[src/rtl/box_compositor_if.sv]
// Pixel-stream bundle between the VGA timing/player logic (master) and the
// rectangle compositor (slave).
interface box_compositor_if #(
  parameter int NUM_OBJ = 2,
  parameter int COORD_W = 10,
  parameter int STATE_W = 4
);
  // Valid-only stream: pix_valid qualifies pix_x/pix_y every cycle and
  // color_valid qualifies color_out; there is no ready, the sink never stalls.
  logic                       pix_valid;
  logic [COORD_W-1:0]         pix_x;
  logic [COORD_W-1:0]         pix_y;
  logic [NUM_OBJ*COORD_W-1:0] obj_posx;
  logic [NUM_OBJ*COORD_W-1:0] obj_posy;
  logic [NUM_OBJ*STATE_W-1:0] obj_state;
  logic [NUM_OBJ-1:0]         obj_en;
  logic [7:0]                 color_out;
  logic                       color_valid;
  logic [NUM_OBJ-1:0]         overlap;
  logic                       frame_done;

  modport master (
    output pix_valid, pix_x, pix_y, obj_posx, obj_posy, obj_state, obj_en,
    input  color_out, color_valid, overlap, frame_done
  );

  modport slave (
    input  pix_valid, pix_x, pix_y, obj_posx, obj_posy, obj_state, obj_en,
    output color_out, color_valid, overlap, frame_done
  );
endinterface

[src/rtl/box_compositor.sv]
// Composites NUM_OBJ state-coloured rectangles onto the VGA pixel stream with a
// fixed two-cycle latency and reports per-object hitbox overlap once per frame.
module box_compositor #(
  parameter int          NUM_OBJ  = 2,
  parameter int          COORD_W  = 10,
  parameter int          STATE_W  = 4,
  parameter int          BOX_W    = 100,
  parameter int          BOX_H    = 100,
  parameter int          H_ACTIVE = 640,
  parameter int          V_ACTIVE = 480,
  parameter logic [7:0]  BG_COLOR = 8'h00
) (
  input  logic             clk,
  input  logic             rst_n,
  box_compositor_if.slave  bus
);

  localparam logic [COORD_W:0]   BOX_W_EXT = (COORD_W+1)'(BOX_W);
  localparam logic [COORD_W:0]   BOX_H_EXT = (COORD_W+1)'(BOX_H);
  localparam logic [COORD_W-1:0] X_LAST    = COORD_W'(H_ACTIVE - 1);
  localparam logic [COORD_W-1:0] Y_LAST    = COORD_W'(V_ACTIVE - 1);

  function automatic logic [7:0] palette(input logic [STATE_W-1:0] code);
    logic [31:0] c;
    c = 32'(code);
    case (c)
      32'd0:   palette = 8'b11100000;
      32'd1:   palette = 8'b00001111;
      32'd2:   palette = 8'b11110000;
      32'd3:   palette = 8'b00011111;
      32'd4:   palette = 8'b11111100;
      32'd5:   palette = 8'b11111111;
      default: palette = 8'h00;
    endcase
  endfunction

  // Frame-stable copy of the object table, reloaded only on the (0,0) pixel.
  logic [NUM_OBJ*COORD_W-1:0] shadow_posx;
  logic [NUM_OBJ*COORD_W-1:0] shadow_posy;
  logic [NUM_OBJ*STATE_W-1:0] shadow_state;
  logic [NUM_OBJ-1:0]         shadow_en;

  logic                       frame_start;
  logic [NUM_OBJ-1:0]         hit_d;
  logic [STATE_W-1:0]         sel_state_d;

  logic                       s1_valid;
  logic [COORD_W-1:0]         s1_x;
  logic [COORD_W-1:0]         s1_y;
  logic [NUM_OBJ-1:0]         s1_hit;
  logic [STATE_W-1:0]         s1_state;

  logic                       seen_one;
  logic                       multi_hit;
  logic [NUM_OBJ-1:0]         contrib;
  logic                       last_pixel;
  logic [NUM_OBJ-1:0]         acc;

  logic [7:0]                 color_d;
  logic [7:0]                 color_q;
  logic                       color_valid_q;
  logic [NUM_OBJ-1:0]         overlap_q;
  logic                       frame_done_q;

  assign frame_start = bus.pix_valid && (bus.pix_x == '0) && (bus.pix_y == '0);

  // Box extents are formed one bit wider so a box near the far edge is clipped
  // rather than wrapping around to the left/top of the screen.
  for (genvar g = 0; g < NUM_OBJ; g++) begin : g_obj
    logic [COORD_W-1:0] px;
    logic [COORD_W-1:0] py;
    logic [COORD_W:0]   x_end;
    logic [COORD_W:0]   y_end;

    assign px    = shadow_posx[g*COORD_W +: COORD_W];
    assign py    = shadow_posy[g*COORD_W +: COORD_W];
    assign x_end = {1'b0, px} + BOX_W_EXT;
    assign y_end = {1'b0, py} + BOX_H_EXT;

    assign hit_d[g] = bus.pix_valid && shadow_en[g]
                   && (bus.pix_x >= px) && ({1'b0, bus.pix_x} < x_end)
                   && (bus.pix_y >= py) && ({1'b0, bus.pix_y} < y_end);
  end

  // State is captured with the hit so the frame-start pixel keeps the colours
  // of the snapshot it was tested against, even though the shadow reloads.
  always_comb begin
    sel_state_d = '0;
    for (int i = NUM_OBJ - 1; i >= 0; i--) begin
      if (hit_d[i]) sel_state_d = shadow_state[i*STATE_W +: STATE_W];
    end
  end

  always_comb begin
    seen_one  = 1'b0;
    multi_hit = 1'b0;
    for (int i = 0; i < NUM_OBJ; i++) begin
      if (s1_hit[i]) begin
        if (seen_one) multi_hit = 1'b1;
        seen_one = 1'b1;
      end
    end
  end

  assign contrib    = (s1_valid && multi_hit) ? s1_hit : '0;
  assign last_pixel = s1_valid && (s1_x == X_LAST) && (s1_y == Y_LAST);

  always_comb begin
    color_d = 8'h00;
    if (s1_valid) color_d = (|s1_hit) ? palette(s1_state) : BG_COLOR;
  end

  always_ff @(posedge clk or negedge rst_n) begin
    if (!rst_n) begin
      shadow_posx  <= '0;
      shadow_posy  <= '0;
      shadow_state <= '0;
      shadow_en    <= '0;
    end else if (frame_start) begin
      shadow_posx  <= bus.obj_posx;
      shadow_posy  <= bus.obj_posy;
      shadow_state <= bus.obj_state;
      shadow_en    <= bus.obj_en;
    end
  end

  always_ff @(posedge clk or negedge rst_n) begin
    if (!rst_n) begin
      s1_valid <= 1'b0;
      s1_x     <= '0;
      s1_y     <= '0;
      s1_hit   <= '0;
      s1_state <= '0;
    end else begin
      s1_valid <= bus.pix_valid;
      s1_x     <= bus.pix_x;
      s1_y     <= bus.pix_y;
      s1_hit   <= hit_d;
      s1_state <= sel_state_d;
    end
  end

  always_ff @(posedge clk or negedge rst_n) begin
    if (!rst_n) begin
      color_q       <= BG_COLOR;
      color_valid_q <= 1'b0;
    end else begin
      color_q       <= color_d;
      color_valid_q <= s1_valid;
    end
  end

  // The last pixel's own contribution is folded into the published value.
  always_ff @(posedge clk or negedge rst_n) begin
    if (!rst_n) begin
      acc          <= '0;
      overlap_q    <= '0;
      frame_done_q <= 1'b0;
    end else if (last_pixel) begin
      acc          <= '0;
      overlap_q    <= acc | contrib;
      frame_done_q <= 1'b1;
    end else begin
      acc          <= acc | contrib;
      frame_done_q <= 1'b0;
    end
  end

  assign bus.color_out   = color_q;
  assign bus.color_valid = color_valid_q;
  assign bus.overlap     = overlap_q;
  assign bus.frame_done  = frame_done_q;

endmodule

[src/flat_wrapper.sv]
// flat-port wrapper written by rule: the top's interface ports become plain ports
module box_compositor_flat 
#(
  parameter int          NUM_OBJ  = 2,
  parameter int          COORD_W  = 10,
  parameter int          STATE_W  = 4,
  parameter int          BOX_W    = 100,
  parameter int          BOX_H    = 100,
  parameter int          H_ACTIVE = 640,
  parameter int          V_ACTIVE = 480,
  parameter logic [7:0]  BG_COLOR = 8'h00
)
  (clk, rst_n, bus_pix_valid, bus_pix_x, bus_pix_y, bus_obj_posx, bus_obj_posy, bus_obj_state, bus_obj_en, bus_color_out, bus_color_valid, bus_overlap, bus_frame_done);
  box_compositor_if #(.NUM_OBJ(NUM_OBJ), .COORD_W(COORD_W), .STATE_W(STATE_W)) bus_i ();
  input  logic clk;
  input  logic rst_n;
  input wire logic [$bits(bus_i.pix_valid)-1:0] bus_pix_valid;
  input wire logic [$bits(bus_i.pix_x)-1:0] bus_pix_x;
  input wire logic [$bits(bus_i.pix_y)-1:0] bus_pix_y;
  input wire logic [$bits(bus_i.obj_posx)-1:0] bus_obj_posx;
  input wire logic [$bits(bus_i.obj_posy)-1:0] bus_obj_posy;
  input wire logic [$bits(bus_i.obj_state)-1:0] bus_obj_state;
  input wire logic [$bits(bus_i.obj_en)-1:0] bus_obj_en;
  output wire logic [$bits(bus_i.color_out)-1:0] bus_color_out;
  output wire logic [$bits(bus_i.color_valid)-1:0] bus_color_valid;
  output wire logic [$bits(bus_i.overlap)-1:0] bus_overlap;
  output wire logic [$bits(bus_i.frame_done)-1:0] bus_frame_done;
  assign bus_i.pix_valid = bus_pix_valid;
  assign bus_i.pix_x = bus_pix_x;
  assign bus_i.pix_y = bus_pix_y;
  assign bus_i.obj_posx = bus_obj_posx;
  assign bus_i.obj_posy = bus_obj_posy;
  assign bus_i.obj_state = bus_obj_state;
  assign bus_i.obj_en = bus_obj_en;
  assign bus_color_out = bus_i.color_out;
  assign bus_color_valid = bus_i.color_valid;
  assign bus_overlap = bus_i.overlap;
  assign bus_frame_done = bus_i.frame_done;
  box_compositor #(.NUM_OBJ(NUM_OBJ), .COORD_W(COORD_W), .STATE_W(STATE_W), .BOX_W(BOX_W), .BOX_H(BOX_H), .H_ACTIVE(H_ACTIVE), .V_ACTIVE(V_ACTIVE), .BG_COLOR(BG_COLOR)) u_core (.clk(clk), .rst_n(rst_n), .bus(bus_i));
endmodule
[config.mk]
export PLATFORM = sky130hd
export DESIGN_NAME = box_compositor_flat
export DESIGN_NICKNAME = d
export VERILOG_FILES = /design/src/rtl/box_compositor_if.sv /design/src/rtl/box_compositor.sv /design/src/flat_wrapper.sv
export SDC_FILE = /design/constraint.sdc
export NUM_CORES = 1
export LEC_CHECK = 0
export BUFFER_PORTS_ARGS = -buffer_cell sky130_fd_sc_hd__buf_4
export CAP_MARGIN = 15
export CORE_MARGIN = 3
export CORE_UTILIZATION = 50
export DETAILED_ROUTE_END_ITERATION = 8
export GPL_TIMING_DRIVEN = 0
export PLACE_DENSITY = 0.72
export SLEW_MARGIN = 20
export SYNTH_ARGS = -nofsm -noshare
export SYNTH_HDL_FRONTEND = slang
export SYNTH_SLANG_ARGS = --single-unit
export TNS_END_PERCENT = 10
[constraint.sdc]
create_clock -name clk -period 3.57 [get_ports clk]
set_input_delay 0.1785 -clock clk [delete_from_list [all_inputs] [get_ports clk]]
set_output_delay 0.1785 -clock clk [all_outputs]
set_load 0.05 [all_outputs]
==> results.tsv, run 1 <==
metric	value	unit
synthesized area	5190	um2
Synth Area in Compound Gates	0.144	
synth cell count leaders	dfrtp_1 (87), ha_1 (76), nand2_1 (54)	
area delta synth->final	23.4	%
synthesized instance count	510	
Skew-Pair Late Insertion Delay	0.36	ns
WL final	12500	um
worst-path fanout max	5	
CTS tree	built	
skew final	0.00717	ns
Placed Instances	727	
Hold WS	0.0146	ns
Post-DRT Antenna Nets	0	
initial antenna violation count	0	
Wirelength per Cell	16.3	um
worst min path class	input port to register	
die height	108	um
clock transition at the registers of the reported paths	0.09	ns
largest family of logic cells by synthesized area	adder cells	
Setup-failing EPs final	0	
FFs w/ async S/R, synth	1.00	
Placement Rows	36	
Req. time, crit path	3.82	ns
CTS Buffer Depth	2	
pin count of the biggest net entering global routing	88	
share of layout cells above drive strength 1	0.201	
area share of the largest cell type after synthesis	0.419	
minimum clock period	2.95	ns
DR vias	4227	
mux contribution to synthesized area	0.0342	
Primary FF master, synth	dfrtp_1	
RSZ-0062 raised after global routing	false	
first-pass GRT wire length	20800	um
max-capacitance violation count	0	
Lkg Pwr	3.17	nW
CTS Buf Count	9	
achievable clock frequency	339	MHz
net count after synthesis	659	
fin util	0.643	
Fillers	794	
post-route DRC violation count	0	
CP endpoint kind	register	
Reg2Reg Launch Point	u_core.shadow_posy[2]$_DFFE_PN0P_	
total gr overflow	0	
Power Dens Cells	289	nW/um2
register area share after synthesis	0.419	
total track usage	0.230	
CTS sink count	87	
EDFF count, synth	0	
Final TNS setup	0	ns
total core area	9950	um2
Vias/cell	5.52	
most common cell in the synthesized netlist	dfrtp_1	
worst setup path start	u_core.shadow_posy[2]$_DFFE_PN0P_	
chip width	108	um
drt pass-1 iters	4	
die area	11600	um2
Final HPWL DP	9590	um
synth unique cells	49	
IR drop worst, VDD	137	uV
XOR/XNOR share of the synthesized area	0.0405	
Synth Area in Simple Gates	0.127	
Post-Synth Adder-Cell Area	0.183	
vias in the first global route	4311	
syn avg cell area	10.2	um2
Syn. warnings	0	
top cells by area, synth	dfrtp_1 (42%), ha_1 (18%), xnor2_1 (4.1%)	
arrival time worst endpoint	3.19	ns
Yosys top cell by area	dfrtp_1	
Worst Tran Pin Value	0.770	ns
#FFs+latches synth	87	
setup ws final	0.623	ns
Final Hold Fails	0	
diode count	0	
period utilization	0.826	
Placer Congestion	0.903	
CTS H-tree depth	3	
relative slew slack	0.487	
CP Launch Type	register	
status	finished, final reports clean	
root buffer cell	clkbuf_8	
critical path class	register to register	
Layout Nets	777	
I/O pin total	85	
pre-CTS WS	0.625	ns
Finished Layout Cells	766	
initial core utilization	0.521	
post-CTS setup repair buffer count	0	
worst hold start	bus_obj_posx[1]	
initial DRC count	180	
max-slew violations	0	
PortBufs	84	
[path summary, 6_finish.rpt]
path	end	slack, ns	cells after the start
setup / recovery	u_core.s1_state[3]$_DFF_PN0_	0.62	13
hold / removal	u_core.shadow_posx[1]$_DFFE_PN0P_	0.01	3
setup reg to reg	u_core.s1_state[3]$_DFF_PN0_	0.62	13
hold reg to reg	u_core.bus.frame_done$_DFF_PN0_	0.49	1
max in group asynchronous	u_core.bus.frame_done$_DFF_PN0_	2.63	2
min in group asynchronous	u_core.shadow_posy[6]$_DFFE_PN0P_	0.44	2
[cell usage in the layout (no fill, tap or decap), types with 4 or more instances in the layout]
cell           netlist  final
o21ai_0              9      9
inv_1               41     41
o31ai_2              4      4
nand2_1             54     54
o211ai_1             5      5
o2111ai_1            4      4
clkbuf_1             3      4
ha_1                76     76
clkbuf_8             0      9
nor3_1               6      6
o21ai_1             39     39
dlygate4sd3_1        0     23
nand4_1             13     13
xnor2_1             24     24
mux2_1              14     14
nand3_1             13     13
dfrtp_1             87     87
o21a_1               8      8
buf_2                6      6
nor2b_1              6      6
inv_2                8      8
and3_1               6      6
a211oi_1             7      7
nor2_1              14     14
buf_4                4     87
a21oi_1             18     18
nand2b_1             4      4
[layout make-up]
cell class              count  area (um2)  area share
clock buffers              10         128      0.0199
flip-flops and latches     87        2180       0.340
clock inverters             6        53.8     0.00840
inverters                  49         184      0.0287
plain buffers              14        82.6      0.0129
repair buffers            107         865       0.135
multi-input cells         360        2750       0.429
well taps                 133         166      0.0260
[layer usage]
metal	part of all wire	GRT usage	up-vias
met3	0.054	0.0414	16
li1	-	-	2055
met5	0	0	-
met4	0.015	0.0775	0
met1	0.45	0.304	2055
met2	0.48	0.382	101
[cells by family after synthesis]
| kind of cell | count (synthesis) |
|---|---|
| buffers and inverters | 63 |
| XOR/XNOR | 24 |
| adder cells (fa/ha/maj) | 76 |
| multiplexers | 16 |
| AND/OR/NAND/NOR | 130 |
| flip-flops | 87 |
| AO/OA/AOI/OAI | 114 |
[worst max-delay path, cell delays in order (launching register included)]
cell     delay (ns)
dfrtp_1        0.43
ha_1           0.24
a21oi_1        0.24
nand2_1        0.12
nand2_1        0.10
xnor2_1        0.13
ha_1           0.26
o21ai_0        0.11
a21oi_1        0.07
or3_1          0.32
o21ai_1        0.37
and3_1         0.25
buf_6          0.13
o31ai_2        0.06
[what timing repair did]
| action | CTS | global route |
|---|---|---|
| gates resized for setup | 0 | 0 |
| hold buffers | 22 | 1 |
| hold endpoints to repair | 22 | 87 |
[through the flow]
stage / instance area [um2] / power (mW)
after CTS: 6390 / 1.87
after global placement: 5990 / 1.19
after floorplan: 5190 / 1.08
after global routing: 6400 / 1.94
after detailed placement: 5990 / 1.20
final: 6400 / 1.85
[power breakdown]
part           switching [mW]  internal, mW  leakage [nW]
Clock                   0.383         0.264        0.0890
Combinational          0.0986         0.103          2.11
Sequential            0.00424         0.997         0.977
Total                   0.486          1.36          3.17
[sequential cells by signal, summed over array words and instances, names as in the netlist, 4 cells and up]
name and cells:
u_core.s1_x 10, u_core.s1_y 10, u_core.s1_state 4, u_core.shadow_posx 20, u_core.shadow_posy 20, u_core.shadow_state 8
u_core.bus.color_out 4
(Power assumes the default switching activity.)
==> run 2, diff against run 1 <==
--- a/config.mk
+++ b/config.mk
@@ -5,13 +5,14 @@
 export SDC_FILE = /design/constraint.sdc
 export NUM_CORES = 1
 export LEC_CHECK = 0
+export ABC_AREA = 1
 export BUFFER_PORTS_ARGS = -buffer_cell sky130_fd_sc_hd__buf_4
 export CAP_MARGIN = 15
 export CORE_MARGIN = 3
 export CORE_UTILIZATION = 50
 export DETAILED_ROUTE_END_ITERATION = 8
 export GPL_TIMING_DRIVEN = 0
-export PLACE_DENSITY = 0.72
+export PLACE_DENSITY = 0.74
 export SLEW_MARGIN = 20
 export SYNTH_ARGS = -nofsm -noshare
 export SYNTH_HDL_FRONTEND = slang
==> constraint.sdc (replaced) <==
create_clock -name clk -period 2.5 [get_ports clk]
set_input_delay 0.125 -clock clk [delete_from_list [all_inputs] [get_ports clk]]
set_output_delay 0.125 -clock clk [all_outputs]
set_load 0.05 [all_outputs]
==> run 2 against run 1 <==
Die area rose by 7.4%. Critical path depth rose by 2. Critical path type unchanged. Cell count rose by 28%. Setup slack got worse by 0.48 ns. Combinational power rose by 100%. Synthesized cell count rose by 35%. Non-clock buffer count rose by 35. First-iteration DRC count rose by 72%. Wire length rose by 7.6%. Worst hold slack got worse by 0.00077 ns. Highest routed layer unchanged. Largest cell class unchanged. Design area rose by 13%.
==> results.tsv, run 2 <==
metric	value	unit
status	finished, final reports clean	
I/O pin total	85	
R2R cell count	15	
initial DRC count	310	
WHS Endpoint	u_core.shadow_posy[4]$_DFFE_PN0P_	
Reg2Reg Launch Point	u_core.shadow_posx[2]$_DFFE_PN0P_	
Wirelength per Cell	13.7	um
Lkg Pwr	3.74	nW
Final HPWL DP	9780	um
IR drop worst, VDD	245	uV
critical path class	register to register	
Syn. warnings	0	
top cells by area, synth	dfrtp_1 (39%), ha_1 (17%), nand2_1 (10%)	
initial antenna violation count	0	
CP endpoint kind	register	
total gr overflow	0	
Worst Tran Pin Value	0.770	ns
synthesized area	5590	um2
commonest non-fill, non-tap cell in the layout	nand2_1	
CTS Buf Count	9	
max-slew violations	0	
die area	12500	um2
Skew-Pair Late Insertion Delay	0.36	ns
Power Dens Cells	412	nW/um2
leading cell types in the layout, fill and taps excluded	nand2_1 (149), inv_1 (127), buf_4 (90)	
#FFs+latches synth	87	
clock transition at the registers of the reported paths	0.10	ns
drt pass-1 iters	5	
vias in the first global route	4984	
arrival time worst endpoint	2.61	ns
share of layout cells above drive strength 1	0.164	
Hold Crit Depth	3	
Primary FF master, synth	dfrtp_1	
Placer Congestion	0.875	
Layout Nets	992	
total core area	10600	um2
initial core utilization	0.528	
Yosys top cell by area	dfrtp_1	
syn avg cell area	8.11	um2
worst-path fanout max	4	
CTS tree	built	
diode count	0	
R2R Setup Slk	0.14	ns
CP Launch Type	register	
EDFF count, synth	0	
register area share after synthesis	0.389	
worst hold start	bus_obj_posy[4]	
RR Endpoint	u_core.s1_state[0]$_DFF_PN0_	
chip width	112	um
period utilization	0.944	
FFs w/ async S/R, synth	1.00	
synth unique cells	31	
RSZ-0062 raised after global routing	true	
skew final	0.00909	ns
Final TNS setup	0	ns
synth cell count leaders	nand2_1 (150), inv_1 (127), dfrtp_1 (87)	
minimum clock period	2.36	ns
CTS sink count	87	
Vias/cell	5.10	
Post-DRT Antenna Nets	0	
synthesized instance count	690	
root buffer cell	clkbuf_8	
area delta synth->final	28.9	%
die height	112	um
first-pass GRT wire length	23000	um
CTS H-tree depth	3	
PortBufs	84	
most common cell in the synthesized netlist	nand2_1	
area share of the largest cell type after synthesis	0.389	
biggest registers after layout	u_core.shadow_posx: 20 flops, u_core.shadow_posy: 20 flops	
worst min path class	input port to register	
Final Hold Fails	0	
Placement Rows	37	
WL final	13500	um
pin count of the biggest net entering global routing	88	
DR vias	5019	
relative slew slack	0.487	
achievable clock frequency	424	MHz
fin util	0.680	
CTS Buffer Depth	2	
post-route DRC violation count	0	
total track usage	0.224	
net count after synthesis	839	
Req. time, crit path	2.75	ns
Setup-failing EPs final	0	
max-capacitance violation count	0	
-- run 2: area by class of cell --
cell class,instances,area (um2)
buffer,14,72.6
clock buffer,10,128
clock inverter,6,97.6
fill,821,3390
inverter,133,499
multi-input combinational,456,2860
sequential,87,2180
tap,136,170
timing repair buffer,142,1210
-- run 2: power by group --
| part | switching, mW | internal, mW |
|---|---|---|
| clock network | 0.554 | 0.582 |
| logic | 0.198 | 0.206 |
| registers | 0.00544 | 1.42 |
-- run 2: repair_timing --
action	in CTS	in global routing
endpoints found under the setup margin	4	4
buffers inserted	0	3
resized for setup	1	8
pin swaps	0	3
endpoints found under the hold margin	114	0
hold buffers	55	0
gates cloned	0	0
-- run 2: cell families (layout without fill, tap and decap cells) --
logic type                 count (synthesis)  in the layout  share of synthesized area
DFF                                       87             87                      0.389
AOI/OAI and AO/OA                         98             98                     0.0935
xor gates and xnor gates                  23             23                     0.0360
buffers and inverters                    147            305                      0.102
and+or+nand+nor                          259            259                      0.209
adders and majority gates                 76             76                      0.170
-- run 2: worst max-delay path by stage --
stage               slack (ns)                            to                              start
global placement          0.05  u_core.s1_state[0]$_DFF_PN0_  u_core.shadow_posy[2]$_DFFE_PN0P_
finish                    0.14  u_core.s1_state[0]$_DFF_PN0_  u_core.shadow_posx[2]$_DFFE_PN0P_
floorplan                 0.30  u_core.s1_state[0]$_DFF_PN0_  u_core.shadow_posy[2]$_DFFE_PN0P_
CTS                       0.02  u_core.s1_state[0]$_DFF_PN0_  u_core.shadow_posy[2]$_DFFE_PN0P_
detailed placement      -0.005  u_core.s1_state[0]$_DFF_PN0_  u_core.shadow_posx[2]$_DFFE_PN0P_
global route             -0.02  u_core.s1_state[2]$_DFF_PN0_  u_core.shadow_posy[2]$_DFFE_PN0P_
-- run 2: per-layer routing --
| metal | part of all wire | GRT usage |
|---|---|---|
| met1 | 0.44 | 0.291 |
| met2 | 0.50 | 0.384 |
| met3 | 0.047 | 0.0391 |
| met4 | 0.018 | 0.0673 |
| met5 | 0 | 0 |
-- run 2: metrics by stage --
| stage | std cells | total power, mW | worst slack (ns) | instance area, um2 | hold WS [ns] |
|---|---|---|---|---|---|
| CTS | 981 | 2.99 | 0.0158 | 7170 | 0.00135 |
| finish | 984 | 2.97 | 0.141 | 7210 | 0.0138 |
| floorplan | 690 | 1.60 | 0.303 | 5590 | -0.171 |
| global placement | 910 | 1.77 | 0.0518 | 6390 | 0.261 |
| detailed placement | 910 | 1.79 | -0.00540 | 6390 | 0.258 |
| global route | 984 | 3.11 | -0.0167 | 7210 | 0.00298 |
-- run 2: worst max-delay path, cell delays in order (launching register included) --
cell and delay, ns:
dfrtp_2 0.44, ha_2 0.20, nand2_1 0.08, nand2_2 0.09, o21ai_2 0.13, xor2_1 0.17, ha_1 0.27, a21o_1 0.17
nand4_1 0.08, nand2_1 0.06, nor2_2 0.13, nand2_1 0.06, nor2_1 0.11, nand2_2 0.12, nand3_1 0.09, nand2_1 0.06
